$ cat src/rtl/icache_dm_if.sv
// rtl/icache_dm_if.sv - fetch/memory bus bundle for the direct-mapped instruction cache
interface icache_dm_if;
    logic [31:0] ifetch;
    logic [31:0] instraddress;
    logic        iready;
    logic [31:0] instruction;
    logic        hit;
    logic        miss;
    logic [31:0] fetchaddr;

    modport master (
        output ifetch, instraddress, iready,
        input  instruction, hit, miss, fetchaddr
    );

    modport slave (
        input  ifetch, instraddress, iready,
        output instruction, hit, miss, fetchaddr
    );
endinterface

$ cat src/rtl/icache_dm.sv
// rtl/icache_dm.sv - direct-mapped read-only instruction cache, one word per line
module icache_dm #(
    parameter int NUM_LINES = 64
) (
    input  logic        clk,
    input  logic        reset,
    icache_dm_if.slave  bus
);
    localparam int INDEX_W = $clog2(NUM_LINES);
    localparam int TAG_W   = 30 - INDEX_W;

    typedef enum logic {LOOKUP, REFILL} state_t;

    state_t               state;
    logic [31:2]          miss_addr;
    logic [NUM_LINES-1:0] valid;
    logic [TAG_W-1:0]     tag_array  [NUM_LINES];
    logic [31:0]          data_array [NUM_LINES];

    logic [INDEX_W-1:0]   cur_index;
    logic [TAG_W-1:0]     cur_tag;
    logic [INDEX_W-1:0]   miss_index;
    logic [TAG_W-1:0]     miss_tag;
    logic                 match;
    logic                 unused_offset;

    assign cur_index  = bus.instraddress[INDEX_W+1:2];
    assign cur_tag    = bus.instraddress[31:INDEX_W+2];
    assign miss_index = miss_addr[INDEX_W+1:2];
    assign miss_tag   = miss_addr[31:INDEX_W+2];
    assign match      = valid[cur_index] && (tag_array[cur_index] == cur_tag);
    // Byte offset never participates in matching.
    assign unused_offset = ^bus.instraddress[1:0];

    always_ff @(posedge clk) begin
        if (reset) begin
            state           <= LOOKUP;
            valid           <= '0;
            miss_addr       <= '0;
            bus.hit         <= 1'b0;
            bus.miss        <= 1'b0;
            bus.instruction <= '0;
            bus.fetchaddr   <= '0;
        end else begin
            case (state)
                LOOKUP: begin
                    if (match) begin
                        bus.hit         <= 1'b1;
                        bus.miss        <= 1'b0;
                        bus.instruction <= data_array[cur_index];
                    end else begin
                        bus.hit       <= 1'b0;
                        bus.miss      <= 1'b1;
                        miss_addr     <= bus.instraddress[31:2];
                        bus.fetchaddr <= {bus.instraddress[31:2], 2'b00};
                        state         <= REFILL;
                    end
                end
                REFILL: begin
                    bus.hit <= 1'b0;
                    // Address changes are ignored until the refill lands.
                    if (bus.iready) begin
                        data_array[miss_index] <= bus.ifetch;
                        tag_array[miss_index]  <= miss_tag;
                        valid[miss_index]      <= 1'b1;
                        bus.instruction        <= bus.ifetch;
                        bus.miss               <= 1'b0;
                        state                  <= LOOKUP;
                    end else begin
                        bus.miss <= 1'b1;
                    end
                end
                default: state <= LOOKUP;
            endcase
        end
    end
endmodule

$ cat src/flat_wrapper.sv
// flat-port wrapper written by rule: the top's interface ports become plain ports
module icache_dm_flat 
#(
    parameter int NUM_LINES = 64
)
  (clk, reset, bus_ifetch, bus_instraddress, bus_iready, bus_instruction, bus_hit, bus_miss, bus_fetchaddr);
  icache_dm_if bus_i ();
  input  logic clk;
  input  logic reset;
  input wire logic [$bits(bus_i.ifetch)-1:0] bus_ifetch;
  input wire logic [$bits(bus_i.instraddress)-1:0] bus_instraddress;
  input wire logic [$bits(bus_i.iready)-1:0] bus_iready;
  output wire logic [$bits(bus_i.instruction)-1:0] bus_instruction;
  output wire logic [$bits(bus_i.hit)-1:0] bus_hit;
  output wire logic [$bits(bus_i.miss)-1:0] bus_miss;
  output wire logic [$bits(bus_i.fetchaddr)-1:0] bus_fetchaddr;
  assign bus_i.ifetch = bus_ifetch;
  assign bus_i.instraddress = bus_instraddress;
  assign bus_i.iready = bus_iready;
  assign bus_instruction = bus_i.instruction;
  assign bus_hit = bus_i.hit;
  assign bus_miss = bus_i.miss;
  assign bus_fetchaddr = bus_i.fetchaddr;
  icache_dm #(.NUM_LINES(NUM_LINES)) u_core (.clk(clk), .reset(reset), .bus(bus_i));
endmodule
$ cat config.mk
export PLATFORM = sky130hd
export DESIGN_NAME = icache_dm_flat
export DESIGN_NICKNAME = d
export VERILOG_FILES = /design/src/rtl/icache_dm_if.sv /design/src/rtl/icache_dm.sv /design/src/flat_wrapper.sv
export SDC_FILE = /design/constraint.sdc
export NUM_CORES = 2
export LEC_CHECK = 0
export ABC_AREA = 0
export CELL_PAD_IN_SITES_DETAIL_PLACEMENT = 1
export CELL_PAD_IN_SITES_GLOBAL_PLACEMENT = 2
export CORE_ASPECT_RATIO = 1.75
export CORE_UTILIZATION = 46
export DETAILED_ROUTE_END_ITERATION = 16
export PLACE_DENSITY = 0.83
export SYNTH_ARGS = -nofsm -noshare
export SYNTH_HDL_FRONTEND = slang
export SYNTH_SLANG_ARGS = --single-unit
$ cat constraint.sdc
create_clock -name clk -period 4.2 [get_ports clk]
set_input_delay 0.42 -clock clk [delete_from_list [all_inputs] [get_ports clk]]
set_output_delay 0.42 -clock clk [all_outputs]
set_load 0.05 [all_outputs]
Word-level counts from Yosys, hierarchy flattened
Memories as Yosys holds them, arrays and structs flattened.
Index checks and enable logic that the tools add are counted.
{ "totals": {"regBits": 128, "ramBits": 3584, "input_bits": 67, "out_inout_bits": 66, "word_cells": 37, "memories": 2} }
{ "mem_list": {"columns": ["memory", "depth", "width", "rd", "rd_clocked_by_memory_dff", "write_ports", "line", "text"], "rows": [
  ["u_core.data_array", 64, 32, 1, 0, 1, "icache_dm.sv:18", "logic [31:0] data_array [NUM_LINES];"],
  ["u_core.tag_array", 64, 24, 1, 0, 1, "icache_dm.sv:17", "logic [TAG_W-1:0] tag_array [NUM_LINES];"]
]} }
{ "classes": {"magnitude_cmp": 3, "n_eq_ne": 3, "mux": 16, "bitwise": 3, "n_reduce_logical": 5} }
{ "op_table": {"columns": ["operator", "n"], "rows": [
  ["$mux 32", 2],
  ["$or 64x64->64", 1],
  ["$pmux 32 s2", 1],
  ["$eq 24x24->1", 1],
  ["$lt 6x7->1 const B", 2],
  ["$mux 1", 9],
  ["$bmux 1 s6", 1],
  ["$demux 1 s6", 1],
  ["$ge 6x1->1 const B", 1],
  ["$reduce_and 2->1", 3],
  ["$pmux 1 s2", 2],
  ["$logic_and 1x1->1", 2],
  ["$ne 2x1->1 const B", 1],
  ["$ne 2x2->1 const B", 1],
  ["$not 1->1", 2]
]} }

Logic depth before layout (Yosys ltp)
{ "logic_depth": {"word_depth": 5, "depth_mapped": 17, "mapped_depth_nobuf": 10} }

Worst setup path before layout
OpenSTA, ideal clock, no wires.
{ "synth_timing": {"path_type": "reg2reg", "from": "register, netlist name u_core.bus.miss", "to": "memory u_core.data_array[7][0], enable pin", "setup_ps": 470, "t_arrival_ps": 4187, "required_time_ps": 3730, "slack_ps": -457, "path_stages_with_launch": 7, "n_path_buf": 2, "synth_period_minus_slack_ps": 4657, "cell_sequence": "dfxtp_1 -> clkbuf_1 -> nand2_1 -> nor3b_1 -> nand3_1 -> clkbuf_1 -> nor2_1"} }
{ "synth_rtl": {"columns": ["item", "line"], "rows": [
  ["end, declared", "icache_dm.sv:18"]
]} }

Worst setup path in the final report
{ "layout_timing": {"from": "memory u_core.tag_array[23][18] (netlist bit)", "to": "register u_core.bus.instruction[25]"} }
{ "layout_between": {"elab_chain_len": 5} }
{ "layout_lines": {"columns": ["item", "line", "text"], "rows": [
  ["start, declared", "icache_dm.sv:17", null],
  ["$mem_v2 64x24", null, null],
  ["$eq 24x24->1", "icache_dm.sv:31", "assign match = valid[cur_index] && (tag_array[cur_index] == cur_tag);"],
  ["$logic_and 1x1->1", "icache_dm.sv:31", null],
  ["$ne 2x1->1 (no line)", null, null],
  ["$reduce_and 2->1 (no line)", null, null],
  ["end signal, assigned", "icache_dm.sv:50", "bus.instruction <= data_array[cur_index];"],
  ["end signal, assigned", "icache_dm.sv:66", "bus.instruction <= bus.ifetch;"],
  ["end, declared", "icache_dm_if.sv:18", "output instruction, hit, miss, fetchaddr"]
]} }
No other way between the ends.
A chain may end at the register's enable or synchronous reset.

==> out/results.ini <==
[run_status]
status=finished with violations
failed_checks=setup timing

[die]
start_util_pct=46.25
die_area_mm2=0.3128
pin_count=133
die_h_um=739.1
core_area_mm2=0.3088
die_w_um=423.2
fp-row-count=270

[placement]
dp_hpwl_mm=275.6
place_area_mm2=0.1551
gp_congestion=0.9005
io_buffers=128
dp.cells=10817

[worst_setup_path]
crit_slowest_cell=a22oi_1
critPathRequiredTime_ns=4.95
critical_path_peak_fanout=14
cp-start-kind=register
cp_slowest_stage_delay_ns=0.76
critical_path_class=reg2reg
cp_data_arrival_time_ns=4.96
startpoint=u_core.tag_array[23][18]$_DFFE_PP_
cp_cell_sequence=mux4_2 > a22oi_1 > nand3_1 > nand3_1 > xnor2_1 > nor4_1 > and4_4 > mux2i_4 > buf_12 > buf_12 > mux2_4
end_kind=register
rr_startpoint=u_core.tag_array[23][18]$_DFFE_PP_

[timing]
final.setup_skew_ns=0.1093
worst_pin_slew_ns=1.284
fin_crit_ns=4.209
holdWs_ns=0.05478
hold_viol_final=0
setup_viol=1
drv_slew=0
slew_headroom_pct=14.12
fin_crit_sh_pct=100.2
rsz0062_at_grt=false
clock.fmax_mhz=237.6
final.setup.worst_slack_ns=-0.008918
tns_ns=-0.008918

[cells_and_area]
nets=7121
syn_to_final_growth_pct=16.07
final_cells=11390
final_cell_area_mm2=0.1658
drive_gt1_share_pct=31.19
final_common_cell=edfxtp_1
final_cell_mix=edfxtp_1 (3584), mux4_2 (963), buf_4 (457)

[pwr]
intPower_w=0.05957
leakagePower_nw=52.47
power_density_mw_per_mm2=458.8
p_clk_share_pct=40.7
power_frac_comb_pct=5.7
ir_drop_mv=0.3470
pwr-share-seq_pct=53.7
switchingPower_w=0.01649
switching_share_pct=21.68

[clock_tree]
clock_latency_ns=0.96
cts_tree=done
cts_setup_buffers=0
htreeDepth=5
ctsRootBufferMaster=clkbuf_16
ctsLongestPathBuffers=4
numCtsBuffers=315
path_clk_slew_ns=0.07
clkSinkCount=3712

[global_routing]
grt_usage_pct=30.34
grt_max_degree=151
grt_pass1_wl_mm=650.0
antenna_found_initial=25
gr-total-overflow=0
grt_pass1_vias=78812

[synth]
syn_area_mm2=0.1428
ys.flop_type=edfxtp_1
synthArstFlopShare_pct=0
synthCells=6326
synth_edf_count=3584
yosys_warnings=0
avgSynthCellArea_um2=22.58
ys_ff_latch=3712
synth-seq-area-share_pct=77.15
synth_cell_types=74

[routing]
vias=76599
drt_iter0_drc=11473
routed_wl_mm=479.7
drc=0
wl_per_cell_um=42.12
viasPerCell=6.725
ant_nets=0
drt_first_pass_iters=8

[min_path]
hold_start=reset
min_path_type=in2reg

[job]
cap_viol_max_count=0

[metal layers]
metal / global-route usage [%] / up-vias / wire length, µm
li1: - / 28192 / -
met1: 34.61 / 40515 / 151400
met2: 50.98 / 6275 / 239600
met3: 6.282 / 1597 / 49030
met4: 21.35 / 20 / 39670
met5: 0 / - / 128
[path summary, 6_finish.rpt]
check                                                               end  slack (ns)  depth (start not counted)
worst min register to register            u_core.valid[53]$_SDFFE_PP0P_        0.48                          2
worst max register to register  u_core.bus.instruction[25]$_SDFFE_PP0P_      -0.009                         11
worst max-delay path            u_core.bus.instruction[25]$_SDFFE_PP0P_      -0.009                         11
worst min-delay path                       u_core.valid[8]$_SDFFE_PP0P_        0.05                          2
[registers in the layout, summed over array words and instances, names as in the netlist]
name,count
u_core.valid,64
u_core.bus.instruction,32
u_core.data_array,2048
u_core.tag_array,1536
u_core.miss_addr,30
u_core.bus.miss,1
u_core.bus.hit,1
[worst max-delay path: cells and delay by family (launching register included)]
family	cells	cell delay, ns
and+or+nand+nor	4	1.40
muxes	3	0.91
AOI/OAI and AO/OA	1	0.76
buffers and inverters	2	0.39
xor gates and xnor gates	1	0.16
DFF	1	0.39
[cell families (layout without fill, tap and decap cells)]
| logic type | after synthesis | in the layout | synth area share [%] |
|---|---|---|---|
| mux | 1307 | 1307 | 17.72 |
| xor+xnor | 11 | 11 | 0.06746 |
| compound gates | 360 | 360 | 1.808 |
| flops | 3712 | 3712 | 77.15 |
| buf+inv | 439 | 1410 | 1.403 |
| other cells | 1 | 14 | 0.002626 |
| simple gates | 496 | 496 | 1.848 |
[power groups by stage]
stage               Combinational [W]  Clock, W  Sequential [W]
floorplan                     0.00209         0          0.0419
global placement              0.00407         0          0.0416
detailed placement            0.00420         0          0.0416
CTS                           0.00427    0.0311          0.0408
global route                  0.00443    0.0320          0.0408
finish                        0.00432    0.0309          0.0408
[cell usage after synthesis, types with 7 or more instances]
cell	number	share of area (%)
a211oi_1	12	0.063
buf_4	28	0.15
mux4_2	963	15
nor2_1	123	0.32
inv_1	71	0.19
nor3_1	11	0.039
edfxtp_1	3584	75
or4_1	7	0.037
buf_1	37	0.097
buf_2	152	0.53
o21ai_0	17	0.060
o31ai_1	7	0.037
buf_6	8	0.063
and3b_1	8	0.049
nand2b_1	66	0.29
nand3_1	74	0.26
clkbuf_1	139	0.37
nand4_1	17	0.074
nor2b_1	58	0.25
nand3b_1	8	0.042
a311oi_1	8	0.049
mux2_4	29	0.30
a22oi_1	127	0.67
nor4_1	9	0.039
nand2_1	62	0.16
dfxtp_1	128	1.8
a21oi_1	20	0.070
a221oi_1	13	0.080
o22ai_1	90	0.39
mux2_2	10	0.079
mux2i_1	304	2.1
a31oi_1	8	0.035
a22o_1	17	0.10
and2_1	11	0.048
[through the flow]
stage	worst slack, ns	utilization (%)	total power [W]
2_1_floorplan	-0.4572	-	0.04396
3_3_place_gp	-0.7987	50.24	0.04569
3_5_place_dp	-0.8821	50.24	0.04584
4_1_cts	0.06175	53.67	0.07616
5_1_grt	0.06485	53.68	0.07724
6_report	-0.008918	53.68	0.07606
[timing repair]
item	4_1_cts	5_1_grt
hold buffers	0	0
endpoints found under the setup margin	64	6
gates resized for setup	7	1
pin swaps	4	0
[layout make-up]
cell class                      count  area [µm²]
Antenna cell                       12       30.03
Clock buffer                      384        8473
Clock inverter                    177        2103
Fill cell                       26518      143000
Inverter                           75       291.5
Multi-Input combinational cell   2176       31150
Sequential cell                  3712      110200
Tap cell                         4080        5105
Timing Repair Buffer              774        8388
(Power assumes the default switching activity.)
